<file path="config.mk">
export PLATFORM = sky130hd
export DESIGN_NAME = contador_param
export DESIGN_NICKNAME = d
export VERILOG_FILES = /design/src/rtl/contador_pkg.sv /design/src/rtl/contador_nibble.sv /design/src/rtl/contador_param.sv
export SDC_FILE = /design/constraint.sdc
export NUM_CORES = 1
export LEC_CHECK = 0
export CORE_MARGIN = 1
export CORE_UTILIZATION = 49
export DETAILED_ROUTE_END_ITERATION = 8
export PLACE_DENSITY = 0.82
export SLEW_MARGIN = 10
export SYNTH_ARGS = -nofsm -noshare
export SYNTH_HDL_FRONTEND = slang
export SYNTH_HIERARCHICAL = 1
export SYNTH_SLANG_ARGS = --single-unit
</file>
<file path="constraint.sdc">
create_clock -name CLK -period 6.3 [get_ports CLK]
set_clock_uncertainty 0.15 [all_clocks]
set_input_delay 1.26 -clock CLK [delete_from_list [all_inputs] [get_ports CLK]]
set_output_delay 1.26 -clock CLK [all_outputs]
set_load 0.005 [all_outputs]
</file>
<file path="src/rtl/contador_pkg.sv">
// Shared constants for the parametrised mode counter: operation selects and
// slice direction encoding.
package contador_pkg;

  localparam logic [1:0] MODO_UP        = 2'b00;
  localparam logic [1:0] MODO_DOWN      = 2'b01;
  localparam logic [1:0] MODO_DOWN_STEP = 2'b10;
  localparam logic [1:0] MODO_LOAD      = 2'b11;

  localparam logic DIR_UP   = 1'b0;
  localparam logic DIR_DOWN = 1'b1;

endpackage

</file>
<file path="src/rtl/contador_nibble.sv">
// 4-bit add/subtract slice; cout is the carry (up) or borrow (down) out of
// this nibble, fed to the next slice as its cin.
module contador_nibble
  import contador_pkg::*;
(
  input  logic [3:0] cur,
  input  logic [3:0] opnd,
  input  logic       dir,
  input  logic       cin,
  output logic [3:0] nxt,
  output logic       cout
);

  logic [4:0] res;

  // The 5th bit is the carry when adding and the borrow when subtracting.
  always_comb begin
    if (dir == DIR_DOWN) res = {1'b0, cur} - {1'b0, opnd} - {4'b0000, cin};
    else                 res = {1'b0, cur} + {1'b0, opnd} + {4'b0000, cin};
  end

  assign nxt  = res[3:0];
  assign cout = res[4];

endmodule

</file>
<file path="src/rtl/contador_param.sv">
// WIDTH-bit up/down/down-by-STEP/load counter built from cascaded nibble slices.
// Define CONTADOR_PARAM_SAT_EN to clamp at the range ends instead of wrapping.
module contador_param
  import contador_pkg::*;
#(
  parameter int WIDTH = 16,
  parameter int STEP  = 3
) (
  input  logic               CLK,
  input  logic               RESET_L,
  input  logic               ENB,
  input  logic [1:0]         MODO,
  input  logic [WIDTH-1:0]   D,
  output logic [WIDTH-1:0]   Q,
  output logic               RCO,
  output logic [WIDTH/4-1:0] RCO_NIB
);

  localparam int NIB = WIDTH / 4;

  logic [WIDTH-1:0] operand;
  logic [WIDTH-1:0] sum;
  logic [NIB:0]     chain;
  logic             dir;
  logic [WIDTH-1:0] q_nxt;
  logic             rco_nxt;
  logic [NIB-1:0]   nib_nxt;

  always_comb begin
    operand = '0;
    dir     = DIR_UP;
    case (MODO)
      MODO_UP:        operand = WIDTH'(1);
      MODO_DOWN: begin
        operand = WIDTH'(1);
        dir     = DIR_DOWN;
      end
      MODO_DOWN_STEP: begin
        operand = WIDTH'(STEP);
        dir     = DIR_DOWN;
      end
      default: ;
    endcase
  end

  assign chain[0] = 1'b0;

  for (genvar i = 0; i < NIB; i++) begin : g_nib
    contador_nibble u_nib (
      .cur  (Q[4*i +: 4]),
      .opnd (operand[4*i +: 4]),
      .dir  (dir),
      .cin  (chain[i]),
      .nxt  (sum[4*i +: 4]),
      .cout (chain[i+1])
    );
  end

  always_comb begin
    q_nxt   = Q;
    rco_nxt = 1'b0;
    nib_nxt = '0;
    if (ENB) begin
      if (MODO == MODO_LOAD) begin
        q_nxt = D;
      end else begin
        q_nxt   = sum;
        nib_nxt = chain[NIB:1];
        rco_nxt = chain[NIB];
`ifdef CONTADOR_PARAM_SAT_EN
        // A carry/borrow out of the top slice means the result left the range.
        if (chain[NIB]) begin
          q_nxt            = (dir == DIR_DOWN) ? '0 : '1;
          nib_nxt          = '0;
          nib_nxt[NIB-1]   = 1'b1;
        end
`endif
      end
    end
  end

  always_ff @(posedge CLK or negedge RESET_L) begin
    if (!RESET_L) begin
      Q       <= '0;
      RCO     <= 1'b0;
      RCO_NIB <= '0;
    end else begin
      Q       <= q_nxt;
      RCO     <= rco_nxt;
      RCO_NIB <= nib_nxt;
    end
  end

endmodule

</file>
* Word-level counts from Yosys, hierarchy flattened
Index checks and enable logic that the tools add are counted.
Storage, ports and cells: flip-flop bits (word level) 21, latch bits 0, bits in writable memories 0, ROM bits 0, bits of input ports 21, output and inout port bits 21, word-level logic and storage cells 34, memories 0
Operators by class: add/subtract/negate cells 14, multipliers 0, div/mod/pow operators 0, order comparisons 0, eq/ne operators 3, shift-type cells 0, multiplexer cells 11, bitwise operators 0, reductions and logical operators 3
Operators by type and width (number):
- two-way mux 5 bit | 4
- two-way mux 16 bit | 1
- adder 4 x 1 -> 5 bit, second input constant | 3
- adder 5 x 1 -> 5 bit | 3
- subtractor 4 x 1 -> 5 bit, second input constant | 3
- subtractor 5 x 1 -> 5 bit | 3
- two-way mux 4 bit | 2
- adder 4 x 2 -> 5 bit | 1
- subtractor 4 x 2 -> 5 bit | 1
- == test 2 bit, second input constant | 2
- one-hot mux 2 bit (2 select lines) | 1
- OR reduction 2 bit | 2
- two-way mux 1 bit | 3
- == test 2 x 1 -> 1 bit, second input constant | 1
- zero test 2 bit | 1

* Longest topological paths before layout
Gate-level depths: netlist of the first run.
depth in word-level cells 13, depth in mapped cells 30

* By module
The synthesis of the first run kept the hierarchy.
By module, submodules not included:
- contador_param | times used 1, cells an instance 87, area each 944.7 um2, seq. area each 500.5 um2
- contador_nibble at g_nib[1].u_nib | times used 1, cells an instance 41, area each 350.3 um2, seq. area each 0.0 um2
- contador_nibble at g_nib[2].u_nib | times used 1, cells an instance 39, area each 345.3 um2, seq. area each 0.0 um2
- contador_nibble at g_nib[3].u_nib | times used 1, cells an instance 41, area each 344.1 um2, seq. area each 0.0 um2
- contador_nibble at g_nib[0].u_nib | times used 1, cells an instance 39, area each 337.8 um2, seq. area each 0.0 um2

* Least setup slack after synthesis of the first run
No wires, ideal clock.
path kind input port to flip-flop, start input MODO[0], end register Q[14], arrival time 6596 ps, required time 6073 ps, setup slack -524 ps, stages on the path 27, path through ha_1 -> inv_1 -> inv_1 -> fa_1 -> fa_1 -> o21bai_1 -> a211oi_1 -> a21oi_1 -> inv_1 -> fa_1 -> fa_1 -> o21bai_1 -> a211oi_1 -> a21oi_1 -> inv_1 -> fa_1 -> fa_1 -> o21bai_1 -> a211oi_1 -> a21oi_1 -> inv_1 -> fa_1 -> fa_1 -> o21ai_1 -> xnor2_1 -> mux2i_1 -> a21oi_1
Between the ends: longest elaborated chain between the ends 12, elaborated cells between the ends (all ways) 21, classes of those cells 8 x add/sub; 3 x eq/ne; 7 x mux; 3 x reduce/logical
Ends and longest elaborated chain:
- from (decl) | line contador_param.sv:12 | input logic [1:0] MODO,
- == test 2 x 1 -> 1 bit / zero test 2 bit (equally long branches) | line contador_param.sv:32 | case (MODO)
- OR reduction 2 bit (no source line)
- one-hot mux 2 bit (2 select lines) (*) | line contador_param.sv:32
- named net operand[0] | line contador_param.sv:21 | logic [WIDTH-1:0] operand;
- adder 4 x 2 -> 5 bit / subtractor 4 x 2 -> 5 bit (equally long branches) | line contador_nibble.sv:19, contador_nibble.sv:18
- two-way mux 5 bit (*) | line contador_nibble.sv:18 | if (dir == DIR_DOWN) res = {1'b0, cur} - {1'b0, opnd} - {4'b0000, cin};
- named net chain[1] | line contador_param.sv:23 | logic [NIB:0] chain;
- adder 5 x 1 -> 5 bit / subtractor 5 x 1 -> 5 bit (equally long branches) | line contador_nibble.sv:19, contador_nibble.sv:18
- two-way mux 5 bit (*) | line contador_nibble.sv:18
- named net chain[2] | line contador_param.sv:23
- adder 5 x 1 -> 5 bit / subtractor 5 x 1 -> 5 bit (equally long branches) | line contador_nibble.sv:19, contador_nibble.sv:18
- two-way mux 5 bit (*) | line contador_nibble.sv:18
- named net chain[3] | line contador_param.sv:23
- adder 5 x 1 -> 5 bit / subtractor 5 x 1 -> 5 bit (equally long branches) | line contador_nibble.sv:19, contador_nibble.sv:18
- two-way mux 5 bit (*) | line contador_nibble.sv:18
- named net sum[14] | line contador_param.sv:22 | logic [WIDTH-1:0] sum;
- two-way mux 16 bit (*) | line contador_param.sv:64 | if (MODO == MODO_LOAD) begin
- to (signal assigned) | line contador_param.sv:88 | Q <= q_nxt;
- to (decl) | line contador_param.sv:14 | output logic [WIDTH-1:0] Q,
The timed path passes the listed nets; every way through them passes the cells marked *. A chain may end at the register's enable or synchronous reset.

* Final worst setup path of the first run
start input MODO[1], end register Q[13]
Same word-level chain as after synthesis.

==> flow_summary_export.csv, run 1 <==
group,metric,value,unit
status,outcome,"finished with violations",
status,failed_checks,"design-rule violations, negative setup slack",
yosys,ys_ff_latch,20,
worst_setup_path,timing.rr.end,"Q[13]$_DFFE_PN0P_",
worst_setup_path,cp.arrival,6.76,ns
yosys,synth_edf_count,0,
yosys,synth-main-ff-cell,"dfrtp_1",
power,p_per_area,452.7,nW/um2
yosys,yosysTopAreaCellShare,21.55,%
timing,hold_ws,0.4094,ns
power,p_leak,1.497,nW
floorplanning,dieArea,5018,um2
global_route,grt_antenna_before_repair,0,
yosys,synth_most_common_cell,"inv_1",
timing,setup_viol,4,
run,cap_viol_max_count,0,
worst_setup_path,reg2reg_slack,0.32,ns
floorplanning,core_area,4444,um2
worst_setup_path,critical-path-max-stage-delay,0.54,ns
placement,dp_cells,368,
worst_setup_path,cp_top_family,"adder cells",
finish,syn_to_final_growth,37.23,%
yosys,synth_area_leader_cell,"dfrtp_1",
timing,setup_tns,-1.540,ns
floorplanning,pin_count,42,
timing,finalWorstSetupSlack,-0.4688,ns
yosys,synth-seq-area-share,21.55,%
worst_setup_path,start_kind,"input pin",
yosys,ys_warn_count,6,
routing,drc_errors,6,
finish,drive_gt1_share,21.82,%
finish,fill_cells,340,
timing,period_share,107.4,%
clock_tree,clock_path_buffers,2,
placement,gp_congestion,0.8143,
global_route,grt_max_degree,34,
finish,final_nets,399,
finish,final_core_utilization,71.71,%
floorplanning,rows,24,
worst_setup_path,crit_buf_inv,6,
routing,drt_wl_total,5623,um
worst_setup_path,path_max_fanout,3,
clock_tree,cts_sinks,20,
routing,routedWlPerCell,14.72,um
placement,port_buffers,41,
clock_tree,cts_root_buf,"clkbuf_8",
yosys,syn_avg_cell_area,9.402,um2
routing,vias,1875,
routing,via_per_inst,4.908,
yosys,syn_inst,247,
worst_setup_path,worstReg2RegStart,"Q[0]$_DFFE_PN0P_",
global_route,grt-ovfl-total,0,
global_route,track_usage,21.94,%
worst_setup_path,required,6.29,ns
finish,regArea,500.5,um2
global_route,grt_pass1_wl,8721,um
min_path,whs_path_depth,2,
power,p_total,1.443,mW
finish,num_antenna_cells,0,
yosys,syn_area,2322,um2
min_path,min_from,"Q[8]$_DFFE_PN0P_",
floorplanning,initial_core_util,52.25,%
worst_setup_path,crit_type,"in2reg",
clock_tree,h-tree-depth,1,
routing,first_pass_iters,6,
timing,fmaxAchievable,147.7,MHz
clock_tree,cts_tree,"built",
global_route,globalRouteMet3Util,1.994,%
worst_setup_path,crit_path_frequent_cell,"fa_2",
timing,worst_slew_pin_slew,1.125,ns
clock_tree,numCtsBuffers,3,
timing,min_period,6.769,ns
timing,hold_viol,0,
timing,relSlewSlack,25.03,%
placement,placed_area,2950,um2
yosys,async_reset_ff_share,100.0,%
worst_setup_path,crit_slowest_cell,"fa_2",
floorplanning,fp.dieH,70.84,um
yosys,synth_area_leaders,"dfrtp_1 (22%), ha_1 (17%), fa_1 (14%)",
global_route,use_met1,27.84,%
finish,fin_cells,382,
clock_tree,clkLatencyLatePin,0.27,ns
global_route,top_usage_layer,"met2",
placement,hpwl,3713,um
timing,rsz0062_at_grt,"yes",
routing,first_iter_violations,59,
global_route,grt_pass1_vias,1908,
placement,pre_cts_ws,-1.031,ns
min_path,min_to,"Q[8]$_DFFE_PN0P_",
finish,multi_input_area,1826,um2
worst_setup_path,reg2reg_depth,24,
worst_setup_path,end_kind,"flop",
floorplanning,die_w,70.84,um
yosys,synth.distinct_cells,31,
finish,fin_area,3187,um2
global_route,met2_usage,40.38,%
clock_tree,holdBufCountCts,0,
timing,slew_violations,0,
yosys,synth_common_cells,"inv_1 (51), ha_1 (31), mux2i_1 (25)",
clock_tree,path_clk_slew,0.09,ns
min_path,min_path_type,"reg2reg",
routing,ant_nets,0,
worst_setup_path,cp-startpoint,"MODO[1]",
power,ir_drop,0.2269,mV
## power by group
part           switching [mW]  leakage [nW]  internal (mW)
logic                   0.517          1.24          0.570
registers              0.0634         0.231          0.185
clock network          0.0505        0.0288         0.0559
total                   0.631          1.50          0.812
## sequential cells by signal, summed over array words and instances (netlist names)
| name | cells |
|---|---|
| Q | 16 |
| RCO_NIB | 3 |
| RCO | 1 |
## cell type report
cell class	count	share of cell area, %
Inverter	52	6.282
Tap cell	52	2.042
Multi-Input combinational cell	197	57.28
Timing Repair Buffer	57	16.96
Sequential cell	20	15.70
Clock buffer	4	1.728
## tightest hold or removal path: stages, from the launching register on
cell	delay (ns)
dfrtp_1	0.37
nor2_1	0.05
a21oi_1	0.11
## kinds of logic (layout without fill, tap and decap cells)
group	count (synthesis)	count (layout)	share of synthesized area (%)
adder cells (fa/ha/maj)	47	47	30.50
other	1	32	0.1615
flip-flops	20	20	21.55
multiplexers	27	27	11.75
XOR/XNOR	16	16	6.034
buffers and inverters	61	113	11.26
AND/OR/NAND/NOR	38	38	8.297
AO/OA/AOI/OAI	37	37	10.45
## layout by cell type (no fill, tap or decap)
cell type / instances
a21oi_1: 17
o21bai_1: 3
nand2_2: 3
inv_4: 2
nand2_1: 3
buf_8: 2
nor3b_2: 1
nand3b_1: 2
a21oi_2: 6
a221oi_2: 2
and2_1: 4
nor3_2: 2
mux2i_1: 25
nand2b_4: 1
inv_1: 46
a211oi_1: 2
o21ai_2: 1
nor3b_1: 1
conb_1: 32
ha_4: 2
xnor2_2: 1
fa_2: 16
ha_1: 29
nor2b_1: 2
nor2_1: 18
and2b_2: 1
buf_4: 16
a211oi_2: 4
mux2_2: 2
inv_2: 4
o21bai_4: 1
clkdlybuf4s50_1: 39
a21oi_4: 1
xnor2_1: 15
clkbuf_8: 4
dfrtp_1: 20
## worst max path at each step
stage	end	slack, ns	cells after the start
after floorplan	Q[13]$_DFFE_PN0P_	-0.06	26
after global placement	Q[15]$_DFFE_PN0P_	-0.91	31
after detailed placement	Q[14]$_DFFE_PN0P_	-1.03	28
after CTS	Q[13]$_DFFE_PN0P_	-0.21	29
after global routing	Q[13]$_DFFE_PN0P_	-0.67	27
final	Q[13]$_DFFE_PN0P_	-0.47	27
## per-layer routing
| layer | up-vias | wire length, um |
|---|---|---|
| met5 | - | 0 |
| met4 | 0 | 148 |
| met3 | 15 | 171 |
| met2 | 43 | 2989 |
| met1 | 906 | 2313 |
| li1 | 911 | - |
## what timing repair did
| action | 4_1_cts | 5_1_grt |
|---|---|---|
| pin swaps | 28 | 26 |
| setup endpoints to repair | 5 | 5 |
| resized for setup | 27 | 12 |
| setup buffers | 5 | 5 |
Power figures use the tool's default switching activity.
==> run 2: changes to the inputs <==
--- a/config.mk
+++ b/config.mk
@@ -8,7 +8,7 @@
 export CORE_MARGIN = 1
 export CORE_UTILIZATION = 49
 export DETAILED_ROUTE_END_ITERATION = 8
-export PLACE_DENSITY = 0.82
+export PLACE_DENSITY = 0.78
 export SLEW_MARGIN = 10
 export SYNTH_ARGS = -nofsm -noshare
 export SYNTH_HDL_FRONTEND = slang
==> flow_summary_export.csv, run 2 (same netlist as run 1, synthesis figures left out) <==
group,metric,value,unit
timing,slew_violations,0,
status,failed_checks,"design-rule violations, negative setup slack",
finish,syn_to_final_growth,35.56,%
floorplanning,fp.dieH,70.84,um
worst_setup_path,start_kind,"input pin",
clock_tree,path_clk_slew,0.08,ns
clock_tree,cts_sinks,20,
floorplanning,pin_count,42,
placement,hpwl,3603,um
global_route,track_usage,21.47,%
power,p_per_area,442.1,nW/um2
floorplanning,rows,24,
placement,gp_congestion,0.8153,
clock_tree,cts_tree,"built",
finish,final_nets,397,
routing,ant_nets,0,
timing,relSlewSlack,26.47,%
timing,finalWorstSetupSlack,-0.2432,ns
run,cap_viol_max_count,0,
worst_setup_path,crit_buf_inv,6,
finish,reg_top3,"Q (16), RCO_NIB (3), RCO (1)",
worst_setup_path,critical-path-max-stage-delay,0.38,ns
worst_setup_path,end_kind,"flop",
global_route,grt_antenna_before_repair,0,
routing,drc_errors,4,
floorplanning,core_area,4444,um2
routing,first_iter_violations,78,
placement,pre_cts_ws,-1.035,ns
routing,drt_wl_total,5018,um
timing,hold_viol,0,
timing,worst_slew_pin_slew,1.103,ns
global_route,grt_max_degree,34,
worst_setup_path,cp.arrival,6.59,ns
placement,port_buffers,41,
worst_setup_path,required,6.34,ns
worst_setup_path,path_max_fanout,3,
routing,routedWlPerCell,13.21,um
finish,fill_cells,335,
timing,setup_viol,4,
timing,fmaxAchievable,152.8,MHz
finish,final_cell_mix,"inv_1 (48), clkdlybuf4s50_1 (39), conb_1 (32)",
finish,num_antenna_cells,0,
clock_tree,clock_path_buffers,2,
global_route,grt-ovfl-total,0,
finish,layout_commonest_cell,"inv_1",
clock_tree,clkLatencyLatePin,0.27,ns
finish,drive_gt1_share,19.82,%
clock_tree,h-tree-depth,1,
routing,first_pass_iters,6,
clock_tree,numCtsBuffers,3,
routing,via_per_inst,4.813,
global_route,grt_pass1_wl,8562,um
floorplanning,initial_core_util,52.25,%
finish,largest_register_ffs,16,
clock_tree,cts_root_buf,"clkbuf_8",
global_route,grt_pass1_vias,1926,
floorplanning,dieArea,5018,um2
worst_setup_path,crit_type,"in2reg",
worst_setup_path,crit_slowest_cell,"fa_2",
floorplanning,die_w,70.84,um
status,outcome,"finished with violations",
routing,vias,1829,
worst_setup_path,cp_top_family,"adder cells",
finish,final_core_utilization,70.83,%
timing,rsz0062_at_grt,"yes",
power,p_leak,1.491,nW
timing,period_share,103.9,%
finish,top_register,"Q",
min_path,min_path_type,"reg2reg",
timing,min_period,6.543,ns
worst_setup_path,crit_path_frequent_cell,"fa_2",
power,ir_drop,0.2244,mV
-- run 2: cell types whose count changed in the layout (fill, tap and decap cells not counted), moves of 2 or more --
| cell | delta |
|---|---|
| nand2_1 | +2 |
| nand2_2 | -2 |
| inv_1 | +2 |
| buf_4 | -2 |
| inv_2 | -2 |
-- run 2: path summary, 6_finish.rpt --
path                            cells past startpoint  slack [ns]              endpoint              from
worst max-delay path                               28       -0.24     Q[14]$_DFFE_PN0P_           MODO[0]
worst min-delay path                                2        0.41      Q[4]$_DFFE_PN0P_  Q[4]$_DFFE_PN0P_
worst max register to register                     26        0.58     Q[14]$_DFFE_PN0P_  Q[3]$_DFFE_PN0P_
worst min register to register                      2        0.41      Q[4]$_DFFE_PN0P_  Q[4]$_DFFE_PN0P_
max in group asynchronous                           1        3.99     Q[15]$_DFFE_PN0P_           RESET_L
min in group asynchronous                           1        1.40  RCO_NIB[0]$_DFF_PN0_           RESET_L
-- run 2: final cells by class --
cell class / instances / area, um2 / area share [%]
Multi-Input combinational cell: 197 / 1805 / 57.35
Tap cell: 52 / 65.06 / 2.067
Sequential cell: 20 / 500.5 / 15.90
Clock buffer: 4 / 55.05 / 1.749
Timing Repair Buffer: 55 / 521.8 / 16.57
Inverter: 52 / 200.2 / 6.359
-- run 2: timing repair --
action                                  4_1_cts  5_1_grt
cloned                                        0        0
endpoints found under the setup margin        5        5
setup buffers                                 2        6
resized for setup                            26        6
endpoints found under the hold margin         0        0
pin swaps                                    13        9
hold buffers                                  0        0
-- run 2: worst register-to-register path, cell delays in order, from the launching register on --
cell and delay, ns:
dfrtp_1 0.41, inv_1 0.07, ha_1 0.29, inv_1 0.14, ha_1 0.29, a21oi_2 0.19, xnor2_2 0.09, a21oi_2 0.17
inv_1 0.08, fa_2 0.36, fa_2 0.35, o21bai_1 0.18, a211oi_2 0.10, a21oi_2 0.17, inv_1 0.08, fa_2 0.37
fa_2 0.37, o21bai_1 0.20, a211oi_2 0.10, a21oi_2 0.19, inv_1 0.09, fa_2 0.37, fa_2 0.36, o21ai_2 0.13
xnor2_1 0.13, mux2i_1 0.09, a21oi_1 0.15
-- run 2: report_power, final --
part           internal [mW]  switching [mW]
Clock                 0.0558          0.0472
Combinational          0.552           0.489
Sequential             0.185          0.0628
Total                  0.793           0.599
-- run 2: metrics by stage --
stage               TNS (ns)  area (um2)  cells  power (mW)  hold WS [ns]
CTS                  -0.6460        3075    374       1.328        0.4157
global placement      -3.903        2950    368       1.140        0.3883
finish               -0.8501        3148    380       1.392        0.4068
detailed placement    -4.706        2950    368       1.172        0.3927
global route          -1.805        3148    380       1.527        0.4255
floorplan            -0.1133        2496    278      0.9001        0.3823
-- run 2: layer usage --
metal	global-route usage, %	vias up	wire length [um]	share of wire (%)
met5	0	-	0	0
met4	6.222	0	43	0.86
met3	1.994	5	140	2.8
met2	39.42	34	2609	52
met1	26.80	878	2225	44
li1	-	912	-	-
